===== config.mk =====
export PLATFORM = sky130hd
export DESIGN_NAME = router_output_channel
export DESIGN_NICKNAME = d
export VERILOG_FILES = /design/src/rtl/router_output_channel.sv
export SDC_FILE = /design/constraint.sdc
export NUM_CORES = 1
export LEC_CHECK = 0
export ABC_AREA = 0
export CAP_MARGIN = 25
export CORE_ASPECT_RATIO = 0.5
export CORE_MARGIN = 5
export CORE_UTILIZATION = 35
export CTS_CLUSTER_DIAMETER = 150
export CTS_CLUSTER_SIZE = 30
export DETAILED_ROUTE_END_ITERATION = 10
export PLACE_DENSITY_LB_ADDON = 0.08
export SYNTH_ARGS = -nofsm -noshare
export SYNTH_HDL_FRONTEND = slang
export SYNTH_SLANG_ARGS = --single-unit

===== constraint.sdc =====
create_clock -name clk -period 2.22 [get_ports clk]
set_input_delay 0.444 -clock clk [delete_from_list [all_inputs] [get_ports clk]]
set_output_delay 0.444 -clock clk [all_outputs]
set_load 0.1 [all_outputs]

===== src/rtl/router_output_channel.sv =====
// Egress side of a mesh router port: two 1-flit VC buffers drained onto the
// link, with writes and transmits interleaved by the global polarity phase.
module router_output_channel #(
    parameter int DATA_WIDTH = 64,
    parameter int VC_BIT     = 63
) (
    input  logic                  clk,
    input  logic                  reset,
    input  logic                  polarity,
    input  logic                  wr_en,
    input  logic [DATA_WIDTH-1:0] data_in,
    output logic                  ready_even,
    output logic                  ready_odd,
    input  logic                  ready_in,
    output logic                  send_out,
    output logic [DATA_WIDTH-1:0] data_out,
    output logic                  wr_err
);

    logic [DATA_WIDTH-1:0] buf_even_q, buf_even_d;
    logic [DATA_WIDTH-1:0] buf_odd_q, buf_odd_d;
    logic                  full_even_q, full_even_d;
    logic                  full_odd_q, full_odd_d;
    logic                  send_q, send_d;
    logic [DATA_WIDTH-1:0] data_q, data_d;
    logic                  wr_err_q, wr_err_d;

    logic vc;
    logic wr_vc_ok;
    logic wr_tgt_full;
    logic wr_ok;
    logic tx_full;
    logic tx_go;

    // polarity 0: write odd / transmit even; polarity 1: the reverse
    assign vc          = data_in[VC_BIT];
    assign wr_vc_ok    = (vc == !polarity);
    assign wr_tgt_full = polarity ? full_even_q : full_odd_q;
    assign wr_ok       = wr_en && wr_vc_ok && !wr_tgt_full;
    assign tx_full     = polarity ? full_odd_q : full_even_q;
    assign tx_go       = tx_full && ready_in;

    always_comb begin
        buf_even_d  = buf_even_q;
        buf_odd_d   = buf_odd_q;
        full_even_d = full_even_q;
        full_odd_d  = full_odd_q;
        send_d      = 1'b0;
        data_d      = '0;
        wr_err_d    = wr_err_q;

        if (wr_ok) begin
            if (polarity) begin
                buf_even_d  = data_in;
                full_even_d = 1'b1;
            end else begin
                buf_odd_d  = data_in;
                full_odd_d = 1'b1;
            end
        end else if (wr_en) begin
            wr_err_d = 1'b1;
        end

        if (tx_go) begin
            send_d = 1'b1;
            if (polarity) begin
                data_d     = buf_odd_q;
                full_odd_d = 1'b0;
            end else begin
                data_d      = buf_even_q;
                full_even_d = 1'b0;
            end
        end
    end

    always_ff @(posedge clk or negedge reset) begin
        if (!reset) begin
            buf_even_q  <= '0;
            buf_odd_q   <= '0;
            full_even_q <= 1'b0;
            full_odd_q  <= 1'b0;
            send_q      <= 1'b0;
            data_q      <= '0;
            wr_err_q    <= 1'b0;
        end else begin
            buf_even_q  <= buf_even_d;
            buf_odd_q   <= buf_odd_d;
            full_even_q <= full_even_d;
            full_odd_q  <= full_odd_d;
            send_q      <= send_d;
            data_q      <= data_d;
            wr_err_q    <= wr_err_d;
        end
    end

    assign ready_even = !full_even_q;
    assign ready_odd  = !full_odd_q;
    assign send_out   = send_q;
    assign data_out   = data_q;
    assign wr_err     = wr_err_q;

endmodule

==> run_summary.xml <==
<?xml version="1.0" encoding="UTF-8"?>
<metrics>
  <group name="sta">
    <metric name="timing_worst_slew_pin_value" unit="ns">0.491</metric>
    <metric name="holdWs" unit="ns">0.370</metric>
    <metric name="period_share" unit="%">89.8</metric>
    <metric name="setup_repair_after_global_routing_missed_its_margin" unit="">false</metric>
    <metric name="layout_min_cycle_time" unit="ns">1.99</metric>
    <metric name="clock.fmax" unit="GHz">0.501</metric>
    <metric name="finalMaxSlewViolations" unit="">0</metric>
    <metric name="hold_violations" unit="">0</metric>
    <metric name="slew-limit-headroom" unit="%">67.3</metric>
    <metric name="skew" unit="ns">0.00801</metric>
    <metric name="setup_total_negative_slack" unit="ns">0</metric>
    <metric name="setup_violation_total_in_the_final_timing_report" unit="">0</metric>
  </group>
  <group name="power_and_ir_drop">
    <metric name="intPower" unit="mW">7.56</metric>
    <metric name="power.clock.fraction" unit="%">32.3</metric>
    <metric name="post-layout-total-power" unit="mW">10.9</metric>
    <metric name="power_density" unit="nW/um2">1060</metric>
    <metric name="p_seq_share" unit="%">43.3</metric>
    <metric name="total_switching_power" unit="mW">3.35</metric>
    <metric name="vdd.ir_drop.worst" unit="V">0.000435</metric>
    <metric name="p_leak" unit="nW">4.54</metric>
    <metric name="p_sw_share" unit="%">30.7</metric>
    <metric name="share_of_power_burned_in_combinational_logic" unit="%">24.4</metric>
  </group>
  <group name="worst_setup_path">
    <metric name="worstPathArrival" unit="ns">1.55</metric>
    <metric name="startpoint_type" unit="">register</metric>
    <metric name="r2r_setup_slack" unit="ns">0.73</metric>
    <metric name="critPathRequiredTime" unit="ns">1.78</metric>
    <metric name="worstPathMaxFanout" unit="">65</metric>
    <metric name="crit_path_class" unit="">register to output pin</metric>
    <metric name="end_kind" unit="">output pin</metric>
  </group>
  <group name="grt">
    <metric name="grt_first_pass_wirelength" unit="um">30500</metric>
    <metric name="globalRouteOverflowTotal" unit="">0</metric>
    <metric name="track_usage" unit="%">15.2</metric>
    <metric name="first_global_vias" unit="">5464</metric>
    <metric name="maximum_number_of_pins_on_one_net_before_global_route_repair" unit="">116</metric>
    <metric name="number_of_antenna_violations_at_the_first_check_in_global_routing" unit="">1</metric>
  </group>
  <group name="synth">
    <metric name="netlist_area" unit="um2">7950</metric>
    <metric name="yosysTopAreaCellShare" unit="%">61.7</metric>
    <metric name="synth_mux_area_share" unit="%">17.9</metric>
    <metric name="yosys.area.top_type" unit="">sky130_fd_sc_hd__dfrtp_1</metric>
    <metric name="ys_types" unit="">23</metric>
    <metric name="yosys.area_share.simple" unit="%">12.6</metric>
    <metric name="synth_fa_ha_area_share" unit="%">0</metric>
    <metric name="share_of_the_synthesized_area_in_compound_gates_ao_oa_aoi_oai" unit="%">4.64</metric>
    <metric name="synth-seq-area-share" unit="%">61.7</metric>
    <metric name="postSynthAreaPerCell" unit="um2">12.4</metric>
    <metric name="synthesis.nets" unit="">708</metric>
    <metric name="ys_top_cells_by_area" unit="">sky130_fd_sc_hd__dfrtp_1 (62%), sky130_fd_sc_hd__mux2_2 (16%), sky130_fd_sc_hd__and2_1 (4.9%)</metric>
    <metric name="synth.ff_latch_count" unit="">196</metric>
    <metric name="synth-warning-count" unit="">0</metric>
    <metric name="dominant_combinational_cell_family_by_area_after_synthesis" unit="">multiplexers</metric>
    <metric name="post_synth_inst_count" unit="">639</metric>
    <metric name="synthXorXnorAreaFrac" unit="%">0</metric>
  </group>
  <group name="drt">
    <metric name="routed_wl" unit="um">18400</metric>
    <metric name="num_vias" unit="">5114</metric>
    <metric name="dr.first_iter.drc_count" unit="">218</metric>
    <metric name="detail_route.vias_per_cell" unit="">4.72</metric>
    <metric name="ant_nets" unit="">0</metric>
    <metric name="drt_drc_violations_left" unit="">0</metric>
    <metric name="drtPass1Iterations" unit="">4</metric>
    <metric name="wirelength_per_cell" unit="um">17.0</metric>
  </group>
  <group name="clock_tree">
    <metric name="clock_latency_on_the_worst_skew_pair" unit="ns">0.45</metric>
    <metric name="h_tree_levels" unit="">4</metric>
    <metric name="cts_tree" unit="">built</metric>
    <metric name="tritoncts.num_buffers" unit="">17</metric>
    <metric name="cts.clk_slew.worst_paths" unit="ns">0.06</metric>
    <metric name="tritoncts_num_sinks" unit="">196</metric>
    <metric name="max-clock-path-buffers" unit="">2</metric>
    <metric name="cts-root-buf" unit="">sky130_fd_sc_hd__clkbuf_16</metric>
  </group>
  <group name="floorplanning">
    <metric name="placement_rows" unit="">39</metric>
    <metric name="die-height" unit="um">117</metric>
    <metric name="fp.dieArea" unit="um2">26000</metric>
    <metric name="ios" unit="">137</metric>
    <metric name="floorplan.initialDensity" unit="%">35.2</metric>
    <metric name="chipWidth" unit="um">223</metric>
    <metric name="core_footprint" unit="um2">22600</metric>
  </group>
  <group name="placement">
    <metric name="globalplace.congestion" unit="">0.724</metric>
    <metric name="port_buffers" unit="">136</metric>
    <metric name="dp_hpwl" unit="um">10900</metric>
  </group>
  <group name="status">
    <metric name="status" unit="">finished, final reports clean</metric>
  </group>
  <group name="final_layout">
    <metric name="most-common-layout-cells" unit="">sky130_fd_sc_hd__dfrtp_1 (194), sky130_fd_sc_hd__mux2_2 (112), sky130_fd_sc_hd__buf_4 (68)</metric>
    <metric name="areaGrowthSynthToFinish" unit="%">29.7</metric>
    <metric name="most_common_cell_after_layout_fill_and_taps_aside" unit="">sky130_fd_sc_hd__dfrtp_1</metric>
    <metric name="fin_nets" unit="">832</metric>
    <metric name="fillers" unit="">2068</metric>
    <metric name="post_route_cells_drive_above_1_share" unit="%">30.3</metric>
    <metric name="postLayoutCoreUtil" unit="%">45.6</metric>
  </group>
  <group name="hold_path">
    <metric name="min_path_type" unit="">input pin to register</metric>
  </group>
  <group name="run">
    <metric name="maxCapViolCount" unit="">0</metric>
  </group>
</metrics>
[per-layer routing]
| layer | up-vias | wire length [um] | track usage [%] |
|---|---|---|---|
| met5 | - | 0 | 0 |
| met4 | 0 | 368 | 6.36 |
| met3 | 21 | 596 | 3.49 |
| met2 | 67 | 9040 | 25.4 |
| met1 | 2609 | 8420 | 19.4 |
| li1 | 2417 | - | - |
[kinds of logic (layout without fill, tap and decap cells)]
group | after synthesis | after routing
AOI/OAI and AO/OA | 71 | 71
buffers and inverters | 50 | 187
DFF | 196 | 196
muxes | 126 | 126
other | 0 | 1
and+or+nand+nor | 196 | 196
[registers in the layout (all words and copies together), names as in the netlist]
register     cells
full_odd_q       1
full_even_q      1
data_out        64
send_out         1
buf_odd_q       64
wr_err           1
buf_even_q      64
[cell usage after synthesis]
master and n:
sky130_fd_sc_hd__nor2b_1 6, sky130_fd_sc_hd__nor2_1 1, sky130_fd_sc_hd__and2_1 62, sky130_fd_sc_hd__and3_1 1, sky130_fd_sc_hd__o21a_1 1, sky130_fd_sc_hd__nor3b_1 1, sky130_fd_sc_hd__o22ai_1 1, sky130_fd_sc_hd__a21oi_1 2
sky130_fd_sc_hd__a22oi_1 3, sky130_fd_sc_hd__a21o_1 1, sky130_fd_sc_hd__mux2_1 14, sky130_fd_sc_hd__nor3_4 1, sky130_fd_sc_hd__o21ai_0 63, sky130_fd_sc_hd__clkbuf_1 25, sky130_fd_sc_hd__buf_6 7, sky130_fd_sc_hd__nand3_1 61
sky130_fd_sc_hd__mux2_2 112, sky130_fd_sc_hd__or2_2 1, sky130_fd_sc_hd__dfrtp_1 196, sky130_fd_sc_hd__buf_1 7, sky130_fd_sc_hd__nand2_1 62, sky130_fd_sc_hd__buf_2 9, sky130_fd_sc_hd__inv_1 2
[worst max-delay path, stage by stage, from the launching register on]
cell and delay, ns:
sky130_fd_sc_hd__dfrtp_2 0.41, sky130_fd_sc_hd__buf_12 0.35, sky130_fd_sc_hd__inv_1 0.15, sky130_fd_sc_hd__buf_12 0.19
[power groups by stage]
stage | clock network (mW) | registers (mW) | logic (mW)
floorplan | 0 | 5.61 | 1.07
global placement | 0 | 4.77 | 2.66
detailed placement | 0 | 4.80 | 2.70
CTS | 3.64 | 4.73 | 2.70
global route | 3.80 | 4.84 | 2.88
finish | 3.52 | 4.72 | 2.66
[worst paths after layout]
path,from,end,cells after the start
max in group asynchronous,reset,buf_odd_q[21],3
worst max-delay path,full_odd_q,ready_odd,3
min in group asynchronous,reset,data_out[45],2
worst min-delay path,polarity,full_odd_q,2
worst max register to register,full_even_q,buf_even_q[27],4
worst min register to register,wr_err,wr_err,1
[timing repair]
item | in CTS | in global routing
buffers inserted | 0 | 0
hold endpoints to repair | 53 | 0
resized for setup | 0 | 0
hold buffers | 1 | 0
[final cells by class]
cell class                      count  area, um2  area share (%)
Inverter                            2       7.51          0.0728
Antenna cell                        1       2.50          0.0243
Sequential cell                   196       4910            47.6
Clock buffer                       24        512            4.96
Multi-Input combinational cell    393       2800            27.1
Clock inverter                      8        168            1.63
Tap cell                          307        384            3.73
Timing Repair Buffer              153       1530            14.8
[stage by stage]
step,worst slack [ns],instances,area [um2]
floorplan,0.138,639,7950
global placement,0.117,1050,9620
detailed placement,0.100,1050,9620
CTS,0.183,1083,10300
global route,0.154,1084,10300
finish,0.226,1084,10300
Note: power is estimated with default switching activity, not from simulation.
